<file path="src/rtl/proc_pkg.sv">
// Shared instruction field positions, opcode/aluop constants and the multdiv FSM state type.
package proc_pkg;

  localparam int unsigned OPC_MSB   = 31;
  localparam int unsigned OPC_LSB   = 27;
  localparam int unsigned RD_MSB    = 26;
  localparam int unsigned RD_LSB    = 22;
  localparam int unsigned RS_MSB    = 21;
  localparam int unsigned RS_LSB    = 17;
  localparam int unsigned RT_MSB    = 16;
  localparam int unsigned RT_LSB    = 12;
  localparam int unsigned ALUOP_MSB = 6;
  localparam int unsigned ALUOP_LSB = 2;

  localparam logic [4:0] OP_ALU  = 5'd0;
  localparam logic [4:0] OP_BNE  = 5'd2;
  localparam logic [4:0] OP_JR   = 5'd4;
  localparam logic [4:0] OP_ADDI = 5'd5;
  localparam logic [4:0] OP_BLT  = 5'd6;
  localparam logic [4:0] OP_SW   = 5'd7;
  localparam logic [4:0] OP_LW   = 5'd8;

  localparam logic [4:0] ALU_MUL = 5'd6;
  localparam logic [4:0] ALU_DIV = 5'd7;

  typedef enum logic [0:0] {
    ST_IDLE    = 1'b0,
    ST_MD_WAIT = 1'b1
  } md_state_t;

endpackage

</file>
<file path="src/rtl/stall_control_if.sv">
// Multdiv handshake between the stall controller (master) and the multdiv unit (slave).
interface stall_control_if;
  logic ctrl_mult;
  logic ctrl_div;
  logic md_abort;
  logic md_ready;
  logic md_exception;

  modport master (
    output ctrl_mult,
    output ctrl_div,
    output md_abort,
    input  md_ready,
    input  md_exception
  );

  modport slave (
    input  ctrl_mult,
    input  ctrl_div,
    input  md_abort,
    output md_ready,
    output md_exception
  );
endinterface

</file>
<file path="src/rtl/src_reg_decode.sv">
// Source-register decode: which of rs/rt/rd an instruction reads, plus the register fields.
module src_reg_decode
  import proc_pkg::*;
(
  input  logic [31:0] i_instr,
  output logic        o_read_rs,
  output logic        o_read_rt,
  output logic        o_read_rd,
  output logic [4:0]  o_rs,
  output logic [4:0]  o_rt,
  output logic [4:0]  o_rd
);

  logic [4:0] w_opcode;
  logic       w_unused_bits;

  assign w_opcode      = i_instr[OPC_MSB:OPC_LSB];
  assign o_rd          = i_instr[RD_MSB:RD_LSB];
  assign o_rs          = i_instr[RS_MSB:RS_LSB];
  assign o_rt          = i_instr[RT_MSB:RT_LSB];
  assign w_unused_bits = ^i_instr[RT_LSB-1:0];

  always_comb begin
    o_read_rs = 1'b0;
    o_read_rt = 1'b0;
    o_read_rd = 1'b0;
    case (w_opcode)
      OP_ALU: begin
        o_read_rs = 1'b1;
        o_read_rt = 1'b1;
      end
      // sw store data (rd) is left out: lw-to-sw data is forwarded at memory
      OP_ADDI, OP_LW, OP_SW: o_read_rs = 1'b1;
      OP_BNE, OP_BLT: begin
        o_read_rs = 1'b1;
        o_read_rd = 1'b1;
      end
      OP_JR:   o_read_rd = 1'b1;
      default: ;
    endcase
  end

endmodule

</file>
<file path="src/rtl/stall_control.sv">
// Pipeline stall control: load-use bubble, multdiv start/wait with watchdog abort, branch flush.
// Defining STALL_PERF_CNT_EN adds a saturating stall_cycles counter output.
module stall_control
  import proc_pkg::*;
#(
  parameter int unsigned MD_TIMEOUT = 63
)(
  input  logic            clock,
  input  logic            reset_n,
  input  logic [31:0]     FDIR,
  input  logic [31:0]     DXIR,
  input  logic            branch_taken,
  stall_control_if.master md,
  output logic            stall_pc,
  output logic            stall_fd,
  output logic            stall_dx,
  output logic            nop_dx,
  output logic            flush_fd,
  output logic            flush_dx
`ifdef STALL_PERF_CNT_EN
  ,
  output logic [31:0]     stall_cycles
`endif
);

  localparam logic [7:0] TIMEOUT_CNT = 8'(MD_TIMEOUT);

  logic       w_fd_read_rs, w_fd_read_rt, w_fd_read_rd;
  logic [4:0] w_fd_rs, w_fd_rt, w_fd_rd;
  logic [4:0] w_dx_opcode, w_dx_rd, w_dx_aluop;
  logic       w_dx_lw, w_dx_mul, w_dx_div, w_load_use;
  logic       w_md_done, w_timeout;
  logic       w_ctrl_mult, w_ctrl_div, w_md_abort;
  logic       w_unused_dx;
  md_state_t  r_state, w_state_nxt;
  logic [7:0] r_count, w_count_nxt;

  src_reg_decode u_fd_decode (
    .i_instr   (FDIR),
    .o_read_rs (w_fd_read_rs),
    .o_read_rt (w_fd_read_rt),
    .o_read_rd (w_fd_read_rd),
    .o_rs      (w_fd_rs),
    .o_rt      (w_fd_rt),
    .o_rd      (w_fd_rd)
  );

  assign w_dx_opcode = DXIR[OPC_MSB:OPC_LSB];
  assign w_dx_rd     = DXIR[RD_MSB:RD_LSB];
  assign w_dx_aluop  = DXIR[ALUOP_MSB:ALUOP_LSB];
  assign w_unused_dx = ^{DXIR[RS_MSB:ALUOP_MSB+1], DXIR[ALUOP_LSB-1:0]};

  assign w_dx_lw  = (w_dx_opcode == OP_LW);
  assign w_dx_mul = (w_dx_opcode == OP_ALU) && (w_dx_aluop == ALU_MUL);
  assign w_dx_div = (w_dx_opcode == OP_ALU) && (w_dx_aluop == ALU_DIV);

  assign w_load_use = w_dx_lw && (w_dx_rd != '0) &&
                      ((w_fd_read_rs && (w_fd_rs == w_dx_rd)) ||
                       (w_fd_read_rt && (w_fd_rt == w_dx_rd)) ||
                       (w_fd_read_rd && (w_fd_rd == w_dx_rd)));

  assign w_md_done = md.md_ready || md.md_exception;
  assign w_timeout = !w_md_done && (r_count == TIMEOUT_CNT);

  always_ff @(posedge clock or negedge reset_n) begin
    if (!reset_n) begin
      r_state <= ST_IDLE;
      r_count <= '0;
    end else begin
      r_state <= w_state_nxt;
      r_count <= w_count_nxt;
    end
  end

  always_comb begin
    w_state_nxt = r_state;
    w_count_nxt = r_count;
    case (r_state)
      ST_IDLE: begin
        if ((w_dx_mul || w_dx_div) && !branch_taken) begin
          w_state_nxt = ST_MD_WAIT;
          w_count_nxt = '0;
        end
      end
      ST_MD_WAIT: begin
        if (w_md_done || w_timeout) w_state_nxt = ST_IDLE;
        else                        w_count_nxt = r_count + 8'd1;
      end
      default: w_state_nxt = ST_IDLE;
    endcase
  end

  // Outputs are gated by reset_n so they drop as soon as reset asserts, not at the next edge.
  always_comb begin
    stall_pc    = 1'b0;
    stall_fd    = 1'b0;
    stall_dx    = 1'b0;
    nop_dx      = 1'b0;
    flush_fd    = 1'b0;
    flush_dx    = 1'b0;
    w_ctrl_mult = 1'b0;
    w_ctrl_div  = 1'b0;
    w_md_abort  = 1'b0;
    if (reset_n) begin
      if (branch_taken) begin
        flush_fd = 1'b1;
        flush_dx = 1'b1;
      end else begin
        case (r_state)
          ST_IDLE: begin
            if (w_dx_mul || w_dx_div) begin
              w_ctrl_mult = w_dx_mul;
              w_ctrl_div  = w_dx_div;
              stall_pc    = 1'b1;
              stall_fd    = 1'b1;
              stall_dx    = 1'b1;
            end else if (w_load_use) begin
              stall_pc = 1'b1;
              stall_fd = 1'b1;
              nop_dx   = 1'b1;
            end
          end
          ST_MD_WAIT: begin
            if (w_timeout) begin
              flush_dx = 1'b1;
            end else if (!w_md_done) begin
              stall_pc = 1'b1;
              stall_fd = 1'b1;
              stall_dx = 1'b1;
            end
          end
          default: ;
        endcase
      end
      w_md_abort = (r_state == ST_MD_WAIT) && w_timeout;
    end
  end

  assign md.ctrl_mult = w_ctrl_mult;
  assign md.ctrl_div  = w_ctrl_div;
  assign md.md_abort  = w_md_abort;

`ifdef STALL_PERF_CNT_EN
  logic [31:0] r_stall_cycles;

  always_ff @(posedge clock or negedge reset_n) begin
    if (!reset_n)                            r_stall_cycles <= '0;
    else if (stall_pc && (r_stall_cycles != '1)) r_stall_cycles <= r_stall_cycles + 32'd1;
  end

  assign stall_cycles = r_stall_cycles;
`endif

endmodule

</file>
<file path="src/flat_wrapper.sv">
// flat-port wrapper written by rule: the top's interface ports become plain ports
module stall_control_flat import proc_pkg::*;
#(
  parameter int unsigned MD_TIMEOUT = 63
)
  (clock, reset_n, FDIR, DXIR, branch_taken, stall_pc, stall_fd, stall_dx, nop_dx, flush_fd, flush_dx, md_ctrl_mult, md_ctrl_div, md_md_abort, md_md_ready, md_md_exception);
  stall_control_if md_i ();
  input  logic clock;
  input  logic reset_n;
  input  logic [31:0] FDIR;
  input  logic [31:0] DXIR;
  input  logic branch_taken;
  output logic stall_pc;
  output logic stall_fd;
  output logic stall_dx;
  output logic nop_dx;
  output logic flush_fd;
  output logic flush_dx;
  output wire logic [$bits(md_i.ctrl_mult)-1:0] md_ctrl_mult;
  output wire logic [$bits(md_i.ctrl_div)-1:0] md_ctrl_div;
  output wire logic [$bits(md_i.md_abort)-1:0] md_md_abort;
  input wire logic [$bits(md_i.md_ready)-1:0] md_md_ready;
  input wire logic [$bits(md_i.md_exception)-1:0] md_md_exception;
  assign md_ctrl_mult = md_i.ctrl_mult;
  assign md_ctrl_div = md_i.ctrl_div;
  assign md_md_abort = md_i.md_abort;
  assign md_i.md_ready = md_md_ready;
  assign md_i.md_exception = md_md_exception;
  stall_control #(.MD_TIMEOUT(MD_TIMEOUT)) u_core (.clock(clock), .reset_n(reset_n), .FDIR(FDIR), .DXIR(DXIR), .branch_taken(branch_taken), .md(md_i), .stall_pc(stall_pc), .stall_fd(stall_fd), .stall_dx(stall_dx), .nop_dx(nop_dx), .flush_fd(flush_fd), .flush_dx(flush_dx));
endmodule
</file>
<file path="config.mk">
export PLATFORM = sky130hd
export DESIGN_NAME = stall_control_flat
export DESIGN_NICKNAME = d
export VERILOG_FILES = /design/src/rtl/proc_pkg.sv /design/src/rtl/stall_control_if.sv /design/src/rtl/src_reg_decode.sv /design/src/rtl/stall_control.sv /design/src/flat_wrapper.sv
export SDC_FILE = /design/constraint.sdc
export NUM_CORES = 1
export LEC_CHECK = 0
export CAP_MARGIN = 15
export CORE_ASPECT_RATIO = 0.9
export CORE_UTILIZATION = 35
export CTS_BUF_LIST = sky130_fd_sc_hd__clkbuf_4
export DETAILED_ROUTE_END_ITERATION = 8
export DONT_BUFFER_PORTS = 1
export SKIP_LAST_GASP = 1
export SYNTH_ARGS = -nofsm -noshare
export SYNTH_HDL_FRONTEND = slang
export SYNTH_SLANG_ARGS = --single-unit
export TNS_END_PERCENT = 50
</file>
<file path="constraint.sdc">
create_clock -name clock -period 5.2 [get_ports clock]
set_input_delay 1.3 -clock clock [delete_from_list [all_inputs] [get_ports clock]]
set_output_delay 1.3 -clock clock [all_outputs]
set_load 0.03 [all_outputs]
</file>
; Word-level counts from Yosys, hierarchy flattened
; Index checks and enable logic that the tools add are counted.
[totals]
input_bits = 69
regBits = 9
[op_classes]
reduce_logical = 23
add_sub_neg = 1
n_eq_ne = 15
n_mux = 39
bitwise = 1
[ops]
columns = cell, n
row1 = 1-bit 2-to-1 mux, 33
row2 = 5-bit by 3-bit equality test with 1-bit output (second input constant), 6
row3 = 8-bit 2-to-1 mux, 2
row4 = 8-bit one-hot mux with 2 select lines, 1
row5 = 5-bit equality test, 3
row6 = 5-bit by 4-bit equality test with 1-bit output (second input constant), 2
row7 = 1-bit logical AND, 10
row8 = 5-bit logical NOT, 2
row9 = 8-bit by 1-bit adder with 8-bit output (second input constant), 1
row10 = 8-bit by 6-bit equality test with 1-bit output (second input constant), 1
row11 = 1-bit one-hot mux with 2 select lines, 3
row12 = 6-bit OR reduction, 1
row13 = 5-bit by 2-bit equality test with 1-bit output (second input constant), 1
row14 = 1-bit logical OR, 5
row15 = 5-bit nonzero test, 1
row16 = 3-bit OR reduction, 1
row17 = 1-bit logical NOT, 2
row18 = 2-bit by 1-bit != test with 1-bit output (second input constant), 1
row19 = 2-bit != test (second input constant), 1
row20 = 2-bit AND reduction, 1
row21 = 1-bit NOT, 1

; Depth between registers and ports, before layout
[depth]
depth_word = 12
mapped_depth = 6

; Hierarchy
; Synthesis repeated with hierarchy kept, for this count alone.
[unflattened]
hier_cells = 119
area_unflattened_um2 = 975.9
[by_module_without_submodules]
columns = module, instances, area_each_um2, seq_area_each_um2, cells_per_inst
row1 = stall_control, 1, 822.0, 225.2, 97
row2 = src_reg_decode, 1, 153.9, 0.0, 22

; Least setup slack after synthesis
; Ideal clock, no wire load.
[synth_timing]
path_kind = input -> output
start = input port FDIR[31]
end = output port nop_dx
path_buffers = 0
path_stages = 5
t_required_ns = 3.900
setup_slack_ns = 0.884
arrival_ns = 3.016
cell_sequence = nor3_1 > nand3_1 > or4_1 > a31oi_1 > nor3b_1
[synth_between]
elab_chain_len = 12
elab_cells_between_ends = 23
cone_classes = 6 x eq/ne / 8 x mux / 9 x reduce/logical
[synth_lines]
columns = element, line_no
row1 = from (decl), flat_wrapper.sv:10  ; input logic [31:0] FDIR;
row2 = "5-bit by 2-bit equality test with 1-bit output, or another cell as far along", src_reg_decode.sv:27  ; case (w_opcode)
row3 = 6-bit OR reduction (no source line), n/a
row4 = 1-bit 2-to-1 mux, src_reg_decode.sv:27
row5 = 1-bit logical AND, stall_control.sv:58  ; ((w_fd_read_rs && (w_fd_rs == w_dx_rd)) ||
row6 = 1-bit logical OR, stall_control.sv:58
row7 = 1-bit logical OR (*), stall_control.sv:59  ; (w_fd_read_rt && (w_fd_rt == w_dx_rd)) ||
row8 = 1-bit logical AND (*), stall_control.sv:57  ; assign w_load_use = w_dx_lw && (w_dx_rd != '0) &&
row9 = 1-bit 2-to-1 mux (*), stall_control.sv:117  ; end else if (w_load_use) begin
row10 = 1-bit 2-to-1 mux (*), stall_control.sv:111  ; if (w_dx_mul || w_dx_div) begin
row11 = 1-bit 2-to-1 mux (*), stall_control.sv:109  ; case (r_state)
row12 = 1-bit 2-to-1 mux (*), stall_control.sv:105  ; if (branch_taken) begin
row13 = 1-bit 2-to-1 mux (*), stall_control.sv:104  ; if (reset_n) begin
row14 = to (decl), flat_wrapper.sv:16  ; output logic nop_dx;
; Every way passes the cells marked *; elsewhere a longest branch is shown, timed or not.

; Worst setup path after layout
; Ends and elaborated chain as after synthesis.

==> metrics.md <==
| Metric | Value |
|---|---|
| Tcrit/Tclk final | 0.7827 |
| Worst EP required | 3.90 ns |
| Post-CTS Setup Bufs | 0 |
| Area leader, netlist | dfrtp_1 |
| Nets | 169 |
| Fraction of layout cells with a size suffix above 1 | 0.1633 |
| Drt initial violations | 12 |
| Routed WL | 1634 um |
| Die Footprint | 0.002547 mm^2 |
| Post-DP HPWL | 1336 um |
| # rows | 16 |
| Yosys reg bits | 9 |
| Final Critical Period | 4.070 ns |
| Maxcap violations | 0 |
| Antenna violations before repair | 0 |
| CTS H-Tree Depth | 1 |
| Main area contributors after synthesis | dfrtp_1 (27%), xor2_1 (16%), xnor2_1 (5.3%) |
| Flop pwr share | 0.475 |
| Worst-Skew Late Latency | 0.26 ns |
| Yosys warnings | 0 |
| Crit. End Element | output pin |
| GRT Overall Usage | 0.1374 |
| Peak VDD IR | 105.4 uV |
| Root buf cell | clkbuf_4 |
| Port Buf Inserts | 0 |
| Reg-to-reg slack, setup | 3.33 ns |
| Buf+Inv Stages, Crit Path | 1 |
| Core ar. | 0.002202 mm^2 |
| Design Area, Final | 885.9 um^2 |
| Global-route wire length before repair | 2449 um |
| P_sw | 34.29 uW |
| Fillers | 229 |
| LEAKAGE | 0.3726 nW |
| Final setup fails | 0 |
| Die Width | 53.09 um |
| Die Height | 47.98 um |
| Syn_area_per_cell | 8.745 um^2 |
| Slew HR | 0.6372 |
| Crit start category | primary input |
| Post-Route M1 WL | 718 um |
| Antenna Nets Post-Route | 0 |
| Metal3 WL | 140 um |
| Drt pass-1 iters | 4 |
| Antenna cells | 0 |
| Final WS setup | 1.130 ns |
| Crit-path leading delay family | simple AND/OR/NAND/NOR gates |
| Pint | 117.6 uW |
| CTS tree | built |
| Worst-path maximum fanout | 2 |
| Layout Area Growth over Synthesis | 7.763% |
| Cell count after synthesis | 94 |
| Vias | 679 |
| Clock skew | 0.002823 ns |
| Pwr Total | 151.9 uW |
| Status | finished, final reports clean |
| Register area | 225.2 um^2 |
| Worst path max stage delay | 0.52 ns |
| Setup tns final | 0 ns |
| Hold buffers post-CTS | 0 |
| Vias per inst | 5.432 |
| Register area share after synthesis | 0.2740 |
| Synth top area share | 0.2740 |
| Tightest Pin Transition | 0.5422 ns |
| Top_reg_cell synth | dfrtp_1 |
| Grt total ovfl | 0 |
| Clock Tree Buf Depth | 2 |
| Final Core Density | 0.4023 |
| DRC | 0 |
| Clock power share | 0.379 |
| Pre-CTS setup slack | 1.157 ns |
| Crit path arrival time | 2.77 ns |
| DR WL met2 | 775 um |
| Cell count after placement | 121 |
| Post-CTS Resized | 0 |
| Max layer used | met3 |
| Worst-path clk slew | 0.06 ns |
| Switching Fraction | 0.2257 |
| CTS sink cnt | 9 |
| Routability cong. | 0.6994 |
| Syn Nets | 164 |
| Final Slew Violations | 0 |
| Io pins | 78 |
| Initial cell density of the core | 0.3733 |
| Async S/R FF share, synth | 1.000 |
| Largest net degree at the start of global routing | 13 |
| Vias in the first global route | 618 |
| EDFF count, synth | 0 |
| Logic gate share of total power | 0.146 |
| Peak Freq | 245.7 MHz |
| Finished Layout Cells | 125 |
| Hold Crit Class | register to register |
| CTS Buf Count | 3 |
| Critical Path, Cell by Cell | nor3_1 -> nand3_1 -> or4_1 -> a31oi_1 -> nor3b_1 -> buf_4 |
| RSZ-0062 raised after global routing | no |
| WS Path Type | primary input to output pin |
| Distinct cell type count after synthesis | 38 |
| Fin. Hold Viols | 0 |
| DR WL/cell | 13.07 um |
| Crit path max-delay cell type | or4_1 |
| Footprint of the multi-input gates | 574.3 um^2 |
| PD cells | 171.5 mW/mm^2 |
| Worst hold slack | 0.5513 ns |
| Syn Std Cell Area | 822.0 um^2 |
| Placement Cell Area | 855.8 um^2 |
==> worst register-to-register path: cells and delay by family, from the launching register on <==
kind | cells | cell delay, ns
AND/OR/NAND/NOR | 3 | 0.71
adder cells (fa/ha/maj) | 1 | 0.23
AO/OA/AOI/OAI | 2 | 0.47
flip-flops | 1 | 0.39
==> synth_stat cells, types with 2 or more instances <==
| cell type | number |
|---|---|
| nor3b_1 | 2 |
| o21ai_0 | 2 |
| xor2_1 | 15 |
| nand2_1 | 8 |
| xnor2_1 | 5 |
| nor2_1 | 10 |
| and2_1 | 2 |
| and3_1 | 3 |
| nor4_1 | 2 |
| or4_1 | 2 |
| nand4_1 | 3 |
| dfrtp_1 | 9 |
| inv_1 | 4 |
| nand3_1 | 3 |
==> power by group through the flow <==
stage               sequential, mW  clock [mW]  combinational [mW]
finish                      0.0722      0.0576              0.0221
global route                0.0723      0.0643              0.0252
CTS                         0.0722      0.0605              0.0221
detailed placement          0.0735           0              0.0219
global placement            0.0734           0              0.0212
floorplan                   0.0733           0              0.0194
==> placed cells by master (no fill, tap or decap), types with 3 or more instances in the layout <==
master and count:
dfrtp_1 9, and3_1 3, xor2_1 15, clkbuf_4 4, nand3_1 3, nand4_1 3
nand2_1 8, xnor2_1 5, inv_1 4, nor2_1 10
==> path summary, 6_finish.rpt <==
check / cells past startpoint / to / from
worst max register to register: 6 / u_core.r_count[5] / u_core.r_count[0]
max in group asynchronous: 0 / u_core.r_count[0] / reset_n
min in group asynchronous: 0 / u_core.r_count[7] / reset_n
worst max-delay path: 6 / nop_dx / FDIR[31]
worst min-delay path: 2 / u_core.r_count[7] / u_core.r_count[7]
worst min register to register: 2 / u_core.r_count[7] / u_core.r_count[7]
==> flip-flops by register name, summed over array words and instances, names as in the netlist <==
register and count:
u_core.r_count 8, u_core.r_state 1
==> logic make-up (layout without fill, tap and decap cells) <==
| kind of cell | count (synthesis) | in the layout | share of synthesized area |
|---|---|---|---|
| buf+inv | 5 | 9 | 0.02740 |
| flops | 9 | 9 | 0.2740 |
| mux | 1 | 1 | 0.01370 |
| simple gates | 47 | 47 | 0.3577 |
| compound gates | 11 | 11 | 0.09895 |
| fa+ha+maj | 1 | 1 | 0.01522 |
| xor+xnor | 20 | 20 | 0.2131 |
==> cell type report <==
cell class / count / area share
well taps: 27 / 0.03814
inverters: 4 / 0.01695
repair buffers: 1 / 0.008475
flip-flops and latches: 9 / 0.2542
multi-input cells: 80 / 0.6483
clock buffers: 4 / 0.03390
==> per-layer routing <==
| metal | up-vias | track usage |
|---|---|---|
| met5 | - | 0 |
| met1 | 310 | 0.1626 |
| met2 | 27 | 0.2253 |
| met3 | 0 | 0.06984 |
| met4 | 0 | 0.03158 |
| li1 | 342 | - |
Power figures use the tool's default switching activity.
